[config.mk]
export PLATFORM = sky130hd
export DESIGN_NAME = except_arb_flat
export DESIGN_NICKNAME = d
export VERILOG_FILES = /design/src/rtl/except_arb_if.sv /design/src/rtl/except_arb.sv /design/src/flat_wrapper.sv
export SDC_FILE = /design/constraint.sdc
export NUM_CORES = 1
export LEC_CHECK = 0
export ABC_AREA = 1
export BUFFER_PORTS_ARGS = -buffer_cell sky130_fd_sc_hd__buf_2
export CAP_MARGIN = 40
export CORE_AREA = 4 4 194 196
export DETAILED_ROUTE_END_ITERATION = 6
export DIE_AREA = 0 0 198 200
export GPL_ROUTABILITY_DRIVEN = 0
export SETUP_SLACK_MARGIN = 0.4
export SLEW_MARGIN = 20
export SYNTH_ARGS = -nofsm -noshare
export SYNTH_HDL_FRONTEND = slang
export SYNTH_SLANG_ARGS = --single-unit
[constraint.sdc]
create_clock -name clk -period 3.8 [get_ports clk]
set_input_delay 0.76 -clock clk [delete_from_list [all_inputs] [get_ports clk]]
set_output_delay 0.76 -clock clk [all_outputs]
set_load 0.01 [all_outputs]
[src/rtl/except_arb_if.sv]
// except_arb_if
//   Groups every M-stage signal that the exception arbiter exchanges with the
//   pipeline and the CP0 register file.
//   master: the pipeline/CP0 side. It drives slot state and CP0 state, and it
//           receives the arbitration results.
//   slave : the arbiter itself.
//   Signals:
//     stall_masterM, ext_int[5:0]            stage control and raw interrupts
//     valid*, pc*, dslot*                    per-slot instruction state
//     adel_if*, ri*, sys*, brk*, ov*, trap*,
//     eret*, adel_ld*, ades_st*, daddr*      per-slot fault/event flags
//     cp0_we*, cp0_waddr*, cp0_wdata*        same-cycle mtc0 writes
//     status_i, cause_i, epc_i               current CP0 state
//     int_sync_o, excepttype*_o, bad_addr*_o,
//     flush_o, new_pc_o                      arbitration results
interface except_arb_if;
  logic        stall_masterM;
  logic [5:0]  ext_int;
  logic        valid1, valid2;
  logic [31:0] pc1, pc2;
  logic        dslot1, dslot2;
  logic        adel_if1, adel_if2;
  logic        ri1, ri2;
  logic        sys1, sys2;
  logic        brk1, brk2;
  logic        ov1, ov2;
  logic        trap1, trap2;
  logic        eret1, eret2;
  logic        adel_ld1, adel_ld2;
  logic        ades_st1, ades_st2;
  logic [31:0] daddr1, daddr2;
  logic        cp0_we1, cp0_we2;
  logic [4:0]  cp0_waddr1, cp0_waddr2;
  logic [31:0] cp0_wdata1, cp0_wdata2;
  logic [31:0] status_i, cause_i, epc_i;
  logic [5:0]  int_sync_o;
  logic [31:0] excepttype1_o, excepttype2_o;
  logic [31:0] bad_addr1_o, bad_addr2_o;
  logic        flush_o;
  logic [31:0] new_pc_o;

  modport master (
    output stall_masterM, ext_int, valid1, valid2, pc1, pc2, dslot1, dslot2,
           adel_if1, adel_if2, ri1, ri2, sys1, sys2, brk1, brk2, ov1, ov2,
           trap1, trap2, eret1, eret2, adel_ld1, adel_ld2, ades_st1, ades_st2,
           daddr1, daddr2, cp0_we1, cp0_we2, cp0_waddr1, cp0_waddr2,
           cp0_wdata1, cp0_wdata2, status_i, cause_i, epc_i,
    input  int_sync_o, excepttype1_o, excepttype2_o, bad_addr1_o, bad_addr2_o,
           flush_o, new_pc_o
  );

  modport slave (
    input  stall_masterM, ext_int, valid1, valid2, pc1, pc2, dslot1, dslot2,
           adel_if1, adel_if2, ri1, ri2, sys1, sys2, brk1, brk2, ov1, ov2,
           trap1, trap2, eret1, eret2, adel_ld1, adel_ld2, ades_st1, ades_st2,
           daddr1, daddr2, cp0_we1, cp0_we2, cp0_waddr1, cp0_waddr2,
           cp0_wdata1, cp0_wdata2, status_i, cause_i, epc_i,
    output int_sync_o, excepttype1_o, excepttype2_o, bad_addr1_o, bad_addr2_o,
           flush_o, new_pc_o
  );
endinterface

[src/rtl/except_arb.sv]
// except_arb
//   Dual-slot M-stage exception arbiter that feeds CP0. It picks the oldest
//   architectural event, reports its code and faulting address per slot, and
//   then issues a one-cycle registered flush with the redirect PC. The redirect
//   PC is the exception vector, or the EPC for eret. After the flush, M-stage
//   slots are ignored for SQUASH_CYC cycles.
//   Ports:
//     clk  clock
//     rst  synchronous, active-high reset
//     bus  except_arb_if.slave; see the interface for the individual signals
module except_arb #(
  parameter logic [31:0] EXC_VECTOR = 32'hBFC00380,
  parameter int unsigned SQUASH_CYC = 32'd2
) (
  input  logic         clk,
  input  logic         rst,
  except_arb_if.slave  bus
);

  localparam int unsigned   CW       = (SQUASH_CYC > 32'd1) ? $clog2(SQUASH_CYC) : 32'd1;
  localparam logic [CW-1:0] SQ_LOAD  = CW'(SQUASH_CYC - 32'd1);
  localparam logic [4:0]    EPC_ADDR = 5'd14;
  localparam logic [31:0]   EXC_ERET = 32'h0000000e;

  typedef enum logic [1:0] {
    ST_IDLE     = 2'd0,
    ST_REDIRECT = 2'd1,
    ST_SQUASH   = 2'd2
  } state_t;

  // Returns the event code of one slot, highest priority first.
  function automatic logic [31:0] slot_code(
    input logic take_int, input logic adel_if, input logic ri, input logic ov,
    input logic trap, input logic sys, input logic brk, input logic adel_ld,
    input logic ades_st, input logic eret);
    logic [31:0] c;
    if (take_int)     c = 32'h00000001;
    else if (adel_if) c = 32'h00000004;
    else if (ri)      c = 32'h0000000a;
    else if (ov)      c = 32'h0000000c;
    else if (trap)    c = 32'h0000000d;
    else if (sys)     c = 32'h00000008;
    else if (brk)     c = 32'h00000009;
    else if (adel_ld) c = 32'h00000004;
    else if (ades_st) c = 32'h00000005;
    else if (eret)    c = 32'h0000000e;
    else              c = 32'h00000000;
    return c;
  endfunction

  // Faulting address of the winning event. Decode-class faults that outrank
  // the data faults must hide daddr.
  function automatic logic [31:0] slot_bad(
    input logic take_int, input logic adel_if, input logic hi_fault,
    input logic data_fault, input logic [31:0] pc, input logic [31:0] daddr);
    logic [31:0] b;
    if (take_int)        b = 32'h00000000;
    else if (adel_if)    b = pc;
    else if (hi_fault)   b = 32'h00000000;
    else if (data_fault) b = daddr;
    else                 b = 32'h00000000;
    return b;
  endfunction

  state_t         state_q, state_d;
  logic [CW-1:0]  cnt_q, cnt_d;
  logic           flush_q, flush_d;
  logic [31:0]    new_pc_q, new_pc_d;
  logic [5:0]     sync1_q, sync1_d, sync2_q, sync2_d;
  logic           int_pend_q, int_pend_d;

  logic           irq_s, block_s, can_take_s, int_take_s, int1_s, int2_s;
  logic [31:0]    code1_s, code2_s, bad1_s, bad2_s;
  logic [31:0]    et1_s, et2_s, ba1_s, ba2_s;
  logic [31:0]    epc1_s, epc2_s, sel_code_s, sel_epc_s, redirect_pc_s;
  logic           report_s;
  logic           unused_s;

  // Decode the interrupt request, then the per-slot codes and the slot ordering.
  always_comb begin
    irq_s = (|(bus.cause_i[15:8] & bus.status_i[15:8])) & bus.status_i[0] & ~bus.status_i[1];
    block_s    = rst | bus.stall_masterM | (state_q == ST_SQUASH);
    can_take_s = ~block_s & (bus.valid1 | bus.valid2);
    int_take_s = irq_s & can_take_s;
    // The interrupt attaches to the oldest valid slot only.
    int1_s = int_take_s & bus.valid1;
    int2_s = int_take_s & ~bus.valid1;

    code1_s = slot_code(int1_s, bus.adel_if1, bus.ri1, bus.ov1, bus.trap1, bus.sys1,
                        bus.brk1, bus.adel_ld1, bus.ades_st1, bus.eret1);
    code2_s = slot_code(int2_s, bus.adel_if2, bus.ri2, bus.ov2, bus.trap2, bus.sys2,
                        bus.brk2, bus.adel_ld2, bus.ades_st2, bus.eret2);
    bad1_s  = slot_bad(int1_s, bus.adel_if1,
                       bus.ri1 | bus.ov1 | bus.trap1 | bus.sys1 | bus.brk1,
                       bus.adel_ld1 | bus.ades_st1, bus.pc1, bus.daddr1);
    bad2_s  = slot_bad(int2_s, bus.adel_if2,
                       bus.ri2 | bus.ov2 | bus.trap2 | bus.sys2 | bus.brk2,
                       bus.adel_ld2 | bus.ades_st2, bus.pc2, bus.daddr2);

    if (block_s | ~bus.valid1) begin
      et1_s = 32'h00000000;
      ba1_s = 32'h00000000;
    end else begin
      et1_s = code1_s;
      ba1_s = bad1_s;
    end

    // An event on the older slot kills the younger slot's report.
    if (block_s | ~bus.valid2 | (et1_s != 32'h00000000)) begin
      et2_s = 32'h00000000;
      ba2_s = 32'h00000000;
    end else begin
      et2_s = code2_s;
      ba2_s = bad2_s;
    end
  end

  // Forward same-cycle EPC writes and pick the redirect target of the winner.
  always_comb begin
    if (bus.cp0_we1 && (bus.cp0_waddr1 == EPC_ADDR)) begin
      epc1_s = bus.cp0_wdata1;
    end else begin
      epc1_s = bus.epc_i;
    end
    // Slot2 sees its own write first, then the older slot1 write.
    if (bus.cp0_we2 && (bus.cp0_waddr2 == EPC_ADDR)) begin
      epc2_s = bus.cp0_wdata2;
    end else begin
      epc2_s = epc1_s;
    end

    if (et1_s != 32'h00000000) begin
      report_s   = 1'b1;
      sel_code_s = et1_s;
      sel_epc_s  = epc1_s;
    end else if (et2_s != 32'h00000000) begin
      report_s   = 1'b1;
      sel_code_s = et2_s;
      sel_epc_s  = epc2_s;
    end else begin
      report_s   = 1'b0;
      sel_code_s = 32'h00000000;
      sel_epc_s  = bus.epc_i;
    end

    if (sel_code_s == EXC_ERET) begin
      redirect_pc_s = sel_epc_s;
    end else begin
      redirect_pc_s = EXC_VECTOR;
    end
  end

  // Next-state logic for the redirect FSM, the synchroniser and the pending interrupt.
  always_comb begin
    state_d  = state_q;
    cnt_d    = cnt_q;
    flush_d  = 1'b0;
    new_pc_d = new_pc_q;
    sync1_d  = bus.ext_int;
    sync2_d  = sync1_q;

    case (state_q)
      ST_IDLE: begin
        if (report_s) begin
          state_d  = ST_REDIRECT;
          flush_d  = 1'b1;
          new_pc_d = redirect_pc_s;
        end else begin
          state_d  = ST_IDLE;
        end
      end
      ST_REDIRECT: begin
        state_d = ST_SQUASH;
        cnt_d   = SQ_LOAD;
      end
      ST_SQUASH: begin
        if (cnt_q == {CW{1'b0}}) begin
          state_d = ST_IDLE;
        end else begin
          cnt_d = cnt_q - CW'(1'b1);
        end
      end
      default: begin
        state_d = ST_IDLE;
        cnt_d   = {CW{1'b0}};
      end
    endcase

    if (~irq_s) begin
      int_pend_d = 1'b0;
    end else if (int_take_s) begin
      int_pend_d = 1'b0;
    end else if (~can_take_s) begin
      int_pend_d = 1'b1;
    end else begin
      int_pend_d = int_pend_q;
    end
  end

  // State registers with synchronous reset.
  always_ff @(posedge clk) begin
    if (rst) begin
      state_q    <= ST_IDLE;
      cnt_q      <= {CW{1'b0}};
      flush_q    <= 1'b0;
      new_pc_q   <= 32'h00000000;
      sync1_q    <= 6'd0;
      sync2_q    <= 6'd0;
      int_pend_q <= 1'b0;
    end else begin
      state_q    <= state_d;
      cnt_q      <= cnt_d;
      flush_q    <= flush_d;
      new_pc_q   <= new_pc_d;
      sync1_q    <= sync1_d;
      sync2_q    <= sync2_d;
      int_pend_q <= int_pend_d;
    end
  end

  // rst gates the flush immediately. It must not wait for the next edge to clear flush_q.
  assign bus.flush_o       = flush_q & ~rst;
  assign bus.new_pc_o      = new_pc_q;
  assign bus.int_sync_o    = sync2_q;
  assign bus.excepttype1_o = et1_s;
  assign bus.excepttype2_o = et2_s;
  assign bus.bad_addr1_o   = ba1_s;
  assign bus.bad_addr2_o   = ba2_s;

  // Delay-slot flags travel to CP0 on a separate path; the unused CP0 bits are not decoded here.
  assign unused_s = ^{bus.dslot1, bus.dslot2, bus.status_i[31:16], bus.status_i[7:2],
                      bus.cause_i[31:16], bus.cause_i[7:0]};

endmodule

[src/flat_wrapper.sv]
// flat-port wrapper written by rule: the top's interface ports become plain ports
module except_arb_flat 
#(
  parameter logic [31:0] EXC_VECTOR = 32'hBFC00380,
  parameter int unsigned SQUASH_CYC = 32'd2
)
  (clk, rst, bus_stall_masterM, bus_ext_int, bus_valid1, bus_valid2, bus_pc1, bus_pc2, bus_dslot1, bus_dslot2, bus_adel_if1, bus_adel_if2, bus_ri1, bus_ri2, bus_sys1, bus_sys2, bus_brk1, bus_brk2, bus_ov1, bus_ov2, bus_trap1, bus_trap2, bus_eret1, bus_eret2, bus_adel_ld1, bus_adel_ld2, bus_ades_st1, bus_ades_st2, bus_daddr1, bus_daddr2, bus_cp0_we1, bus_cp0_we2, bus_cp0_waddr1, bus_cp0_waddr2, bus_cp0_wdata1, bus_cp0_wdata2, bus_status_i, bus_cause_i, bus_epc_i, bus_int_sync_o, bus_excepttype1_o, bus_excepttype2_o, bus_bad_addr1_o, bus_bad_addr2_o, bus_flush_o, bus_new_pc_o);
  except_arb_if bus_i ();
  input  logic clk;
  input  logic rst;
  input wire logic [$bits(bus_i.stall_masterM)-1:0] bus_stall_masterM;
  input wire logic [$bits(bus_i.ext_int)-1:0] bus_ext_int;
  input wire logic [$bits(bus_i.valid1)-1:0] bus_valid1;
  input wire logic [$bits(bus_i.valid2)-1:0] bus_valid2;
  input wire logic [$bits(bus_i.pc1)-1:0] bus_pc1;
  input wire logic [$bits(bus_i.pc2)-1:0] bus_pc2;
  input wire logic [$bits(bus_i.dslot1)-1:0] bus_dslot1;
  input wire logic [$bits(bus_i.dslot2)-1:0] bus_dslot2;
  input wire logic [$bits(bus_i.adel_if1)-1:0] bus_adel_if1;
  input wire logic [$bits(bus_i.adel_if2)-1:0] bus_adel_if2;
  input wire logic [$bits(bus_i.ri1)-1:0] bus_ri1;
  input wire logic [$bits(bus_i.ri2)-1:0] bus_ri2;
  input wire logic [$bits(bus_i.sys1)-1:0] bus_sys1;
  input wire logic [$bits(bus_i.sys2)-1:0] bus_sys2;
  input wire logic [$bits(bus_i.brk1)-1:0] bus_brk1;
  input wire logic [$bits(bus_i.brk2)-1:0] bus_brk2;
  input wire logic [$bits(bus_i.ov1)-1:0] bus_ov1;
  input wire logic [$bits(bus_i.ov2)-1:0] bus_ov2;
  input wire logic [$bits(bus_i.trap1)-1:0] bus_trap1;
  input wire logic [$bits(bus_i.trap2)-1:0] bus_trap2;
  input wire logic [$bits(bus_i.eret1)-1:0] bus_eret1;
  input wire logic [$bits(bus_i.eret2)-1:0] bus_eret2;
  input wire logic [$bits(bus_i.adel_ld1)-1:0] bus_adel_ld1;
  input wire logic [$bits(bus_i.adel_ld2)-1:0] bus_adel_ld2;
  input wire logic [$bits(bus_i.ades_st1)-1:0] bus_ades_st1;
  input wire logic [$bits(bus_i.ades_st2)-1:0] bus_ades_st2;
  input wire logic [$bits(bus_i.daddr1)-1:0] bus_daddr1;
  input wire logic [$bits(bus_i.daddr2)-1:0] bus_daddr2;
  input wire logic [$bits(bus_i.cp0_we1)-1:0] bus_cp0_we1;
  input wire logic [$bits(bus_i.cp0_we2)-1:0] bus_cp0_we2;
  input wire logic [$bits(bus_i.cp0_waddr1)-1:0] bus_cp0_waddr1;
  input wire logic [$bits(bus_i.cp0_waddr2)-1:0] bus_cp0_waddr2;
  input wire logic [$bits(bus_i.cp0_wdata1)-1:0] bus_cp0_wdata1;
  input wire logic [$bits(bus_i.cp0_wdata2)-1:0] bus_cp0_wdata2;
  input wire logic [$bits(bus_i.status_i)-1:0] bus_status_i;
  input wire logic [$bits(bus_i.cause_i)-1:0] bus_cause_i;
  input wire logic [$bits(bus_i.epc_i)-1:0] bus_epc_i;
  output wire logic [$bits(bus_i.int_sync_o)-1:0] bus_int_sync_o;
  output wire logic [$bits(bus_i.excepttype1_o)-1:0] bus_excepttype1_o;
  output wire logic [$bits(bus_i.excepttype2_o)-1:0] bus_excepttype2_o;
  output wire logic [$bits(bus_i.bad_addr1_o)-1:0] bus_bad_addr1_o;
  output wire logic [$bits(bus_i.bad_addr2_o)-1:0] bus_bad_addr2_o;
  output wire logic [$bits(bus_i.flush_o)-1:0] bus_flush_o;
  output wire logic [$bits(bus_i.new_pc_o)-1:0] bus_new_pc_o;
  assign bus_i.stall_masterM = bus_stall_masterM;
  assign bus_i.ext_int = bus_ext_int;
  assign bus_i.valid1 = bus_valid1;
  assign bus_i.valid2 = bus_valid2;
  assign bus_i.pc1 = bus_pc1;
  assign bus_i.pc2 = bus_pc2;
  assign bus_i.dslot1 = bus_dslot1;
  assign bus_i.dslot2 = bus_dslot2;
  assign bus_i.adel_if1 = bus_adel_if1;
  assign bus_i.adel_if2 = bus_adel_if2;
  assign bus_i.ri1 = bus_ri1;
  assign bus_i.ri2 = bus_ri2;
  assign bus_i.sys1 = bus_sys1;
  assign bus_i.sys2 = bus_sys2;
  assign bus_i.brk1 = bus_brk1;
  assign bus_i.brk2 = bus_brk2;
  assign bus_i.ov1 = bus_ov1;
  assign bus_i.ov2 = bus_ov2;
  assign bus_i.trap1 = bus_trap1;
  assign bus_i.trap2 = bus_trap2;
  assign bus_i.eret1 = bus_eret1;
  assign bus_i.eret2 = bus_eret2;
  assign bus_i.adel_ld1 = bus_adel_ld1;
  assign bus_i.adel_ld2 = bus_adel_ld2;
  assign bus_i.ades_st1 = bus_ades_st1;
  assign bus_i.ades_st2 = bus_ades_st2;
  assign bus_i.daddr1 = bus_daddr1;
  assign bus_i.daddr2 = bus_daddr2;
  assign bus_i.cp0_we1 = bus_cp0_we1;
  assign bus_i.cp0_we2 = bus_cp0_we2;
  assign bus_i.cp0_waddr1 = bus_cp0_waddr1;
  assign bus_i.cp0_waddr2 = bus_cp0_waddr2;
  assign bus_i.cp0_wdata1 = bus_cp0_wdata1;
  assign bus_i.cp0_wdata2 = bus_cp0_wdata2;
  assign bus_i.status_i = bus_status_i;
  assign bus_i.cause_i = bus_cause_i;
  assign bus_i.epc_i = bus_epc_i;
  assign bus_int_sync_o = bus_i.int_sync_o;
  assign bus_excepttype1_o = bus_i.excepttype1_o;
  assign bus_excepttype2_o = bus_i.excepttype2_o;
  assign bus_bad_addr1_o = bus_i.bad_addr1_o;
  assign bus_bad_addr2_o = bus_i.bad_addr2_o;
  assign bus_flush_o = bus_i.flush_o;
  assign bus_new_pc_o = bus_i.new_pc_o;
  except_arb #(.EXC_VECTOR(EXC_VECTOR), .SQUASH_CYC(SQUASH_CYC)) u_core (.clk(clk), .rst(rst), .bus(bus_i));
endmodule
==> flow_summary.toml <==
[global_route]
grtUsageMet3 = 0.0134
track_usage = 0.109
grt_util_met2 = 0.191
grt_antenna_before_repair = 6
gr-total-overflow = 0
grt_pass1_wl_mm = 34.3
grt_max_degree = 64
grt_pass1_vias = 6286
grtUsageMet1 = 0.143
grt_busiest_layer = "met2"

[cts]
cts_tree = "done"
clk_pin_slew_ns = 0.07
cts_buffers = 5
clock-sinks = 48
clockBufferDepth = 2
hold_buffers = 0
root_buffer = "clkbuf_16"
clk_latency_ns = 0.30
htreeDepth = 2

[finish]
drive_gt1_frac = 0.363
final_util = 0.202
nNetsFinal = 1539
area_growth_pct = 48.7

[synth]
postSynthCellCount = 851
seq_area_frac_synth = 0.196
syn_area_per_cell_um2 = 5.77
ys_warn_count = 0
syn_area_um2 = 4910
synth_cell_types = 33
synth-seq-cells = 48

[route]
drtAntennaViolNets = 0
drtIter0Drc = 334
wl_per_cell_um = 14.3
via_per_inst = 4.01
remaining_drc_errors = 0
totalWireLength_mm = 24.0
dr.pass1.iters = 7
vias = 6728

[timing]
skew_ns = 0.0101
fin_crit_ns = 3.14
rsz0062_at_grt = "false"
worst_pin_slew_ns = 0.760
hold_viol = 0
maxSlewViolCount = 0
finalSetupViolations = 0
max_freq_ghz = 0.319
setup_tns_ns = 0
max-slew-margin-rel = 0.491
period_share = 0.826

[floorplanning]
core_um2 = 36100
dieArea_um2 = 39600
ios = 498
placementRows = 70
dieWidth_um = 198
die_h_um = 200
initial_core_util = 0.136

[critical_path]
reg2reg_setup_slack_ns = 1.09
critPathCaptureType = "output port"
worst_r2r_path_depth = 13
crit_path_top_delay_cell = "buf_6"
critPathCapture = "bus_bad_addr2_o[6]"
r2r-end = "u_core.bus.new_pc_o[9]"
path_common_cell = "nand2_1"
startpoint = "bus_status_i[8]"
required_ns = 3.04
slowest_delay_ns = 0.18
crit_path_cell_trace = "buf_2 -> nand2_1 -> nand2_1 -> nor2_1 -> nand2_1 -> nand2_2 -> nand2_1 -> nand2_1 -> nand3_4 -> nor2_8 -> o21ai_2 -> buf_6 -> nor2_1 -> buf_2"
crit_type = "in2out"
worst-path-max-fanout = 32
crit_arrival_ns = 2.38
reg2reg_from = "u_core.state_q[0]"
start_kind = "primary input"

[pwr]
p_leak_nw = 4.02
power_density_nw_per_um2 = 220
ir_drop_uv = 162
total_power_w = 0.00161

[status]
status = "finished clean"

[place]
port_buffers = 393
hpwl_mm = 19.1

[run]
max_cap_viol_count = 0

[worst_hold_path]
hp-class = "reg2reg"
[cell usage in the layout (no fill, tap or decap), types with 2 or more instances in the layout]
cell | synthesis | final
a21oi_1 | 72 | 72
a22oi_1 | 64 | 64
buf_2 | 13 | 393
buf_4 | 62 | 17
clkbuf_16 | 0 | 5
conb_1 | 1 | 56
dfxtp_1 | 48 | 48
inv_1 | 77 | 77
inv_2 | 3 | 3
nand2_1 | 194 | 193
nand2_2 | 3 | 3
nand2_4 | 1 | 2
nand3_1 | 88 | 88
nand3b_1 | 12 | 12
nor2_1 | 97 | 97
nor2_4 | 2 | 2
nor3_1 | 6 | 5
nor4_2 | 1 | 2
o21ai_0 | 32 | 32
o21ai_1 | 20 | 19
o21ai_4 | 2 | 2
[worst min-delay path by stage]
stage	endpoint	from	depth (start not counted)	slack, ns
2_1_floorplan	u_core.bus.int_sync_o[0]	u_core.sync1_q[0]	2	0.39
3_3_place_gp	u_core.bus.int_sync_o[4]	u_core.sync1_q[4]	2	0.39
4_1_cts	u_core.bus.int_sync_o[2]	u_core.sync1_q[2]	2	0.41
6_report	u_core.bus.int_sync_o[2]	u_core.sync1_q[2]	2	0.41
5_1_grt	u_core.bus.int_sync_o[2]	u_core.sync1_q[2]	2	0.43
3_5_place_dp	u_core.bus.int_sync_o[2]	u_core.sync1_q[2]	2	0.40
[repair_timing]
item                       4_1_cts  5_1_grt
resized for setup                0        2
buffers inserted                 0        0
setup endpoints to repair        0       27
[final cells by class]
| class | instances | area (um2) |
|---|---|---|
| multi-input combinational | 662 | 3200 |
| tap | 468 | 586 |
| antenna | 1 | 2.50 |
| timing repair buffer | 411 | 2110 |
| inverter | 80 | 300 |
| sequential | 48 | 961 |
| clock buffer | 6 | 139 |
| clock inverter | 1 | 8.76 |
| fill | 4155 | 28800 |
[registers in the layout, indices dropped and copies added (netlist names)]
signal / flops
u_core.bus.int_sync_o: 6
u_core.bus.new_pc_o: 32
u_core.cnt_q: 1
u_core.flush_q: 1
u_core.state_q: 2
u_core.sync1_q: 6
[worst max-delay path, delay by kind of cell]
family / cells / cell delay (ns)
compound gates: 1 / 0.08
buf+inv: 3 / 0.43
simple gates: 10 / 1.09
[routing by layer]
| layer | vias up | wire length [um] |
|---|---|---|
| li1 | 3404 | - |
| met1 | 2987 | 10300 |
| met2 | 322 | 11500 |
| met3 | 15 | 1870 |
| met4 | 0 | 277 |
| met5 | - | 0 |
[through the flow]
step | cell area, um2 | worst slack (ns) | hold slack [ns] | std cells
finish | 7300 | 0.660 | 0.406 | 1677
global route | 7300 | 0.439 | 0.426 | 1677
CTS | 7290 | 0.549 | 0.411 | 1676
detailed placement | 7150 | 0.242 | 0.401 | 1669
global placement | 7150 | 0.267 | 0.391 | 1669
floorplan | 5120 | 0.856 | 0.388 | 906
[kinds of logic (layout without fill, tap and decap cells)]
kind of cell           count (synthesis)  count (layout)  share of synthesized area
buffers and inverters                196             498                      0.200
other                                  1              57                   0.000763
AND/OR/NAND/NOR                      412             412                      0.366
multiplexers                           1               1                    0.00204
flip-flops                            48              48                      0.196
AO/OA/AOI/OAI                        193             193                      0.235
[power breakdown]
group | internal [W] | total, W | switching [W]
logic | 0.000243 | 0.000589 | 0.000347
clock network | 0.000260 | 0.000470 | 0.000210
registers | 0.000534 | 0.000549 | 0.0000153
total | 0.00104 | 0.00161 | 0.000572
[synth_stat cells]
master	number	area (um2)
a211oi_1	1	7.51
a21oi_1	72	360
a22oi_1	64	480
a31oi_1	1	6.26
buf_1	5	18.8
buf_2	13	65.1
buf_4	62	465
clkbuf_1	36	135
conb_1	1	3.75
dfxtp_1	48	961
inv_1	77	289
inv_2	3	11.3
mux2i_1	1	10.0
nand2_1	194	728
nand2_2	3	18.8
nand2_4	1	11.3
nand3_1	88	440
nand3_2	1	10.0
nand3_4	1	17.5
nand3b_1	12	90.1
nand4_1	1	6.26
nor2_1	97	364
nor2_2	1	6.26
nor2_4	2	22.5
nor2_8	1	20.0
nor3_1	6	30.0
nor3b_1	2	15.0
nor4_1	1	6.26
nor4_2	1	12.5
o21ai_0	32	160
o21ai_1	20	100
o21ai_4	2	32.5
o21bai_1	1	7.51
Note: power is estimated with default switching activity, not from simulation.
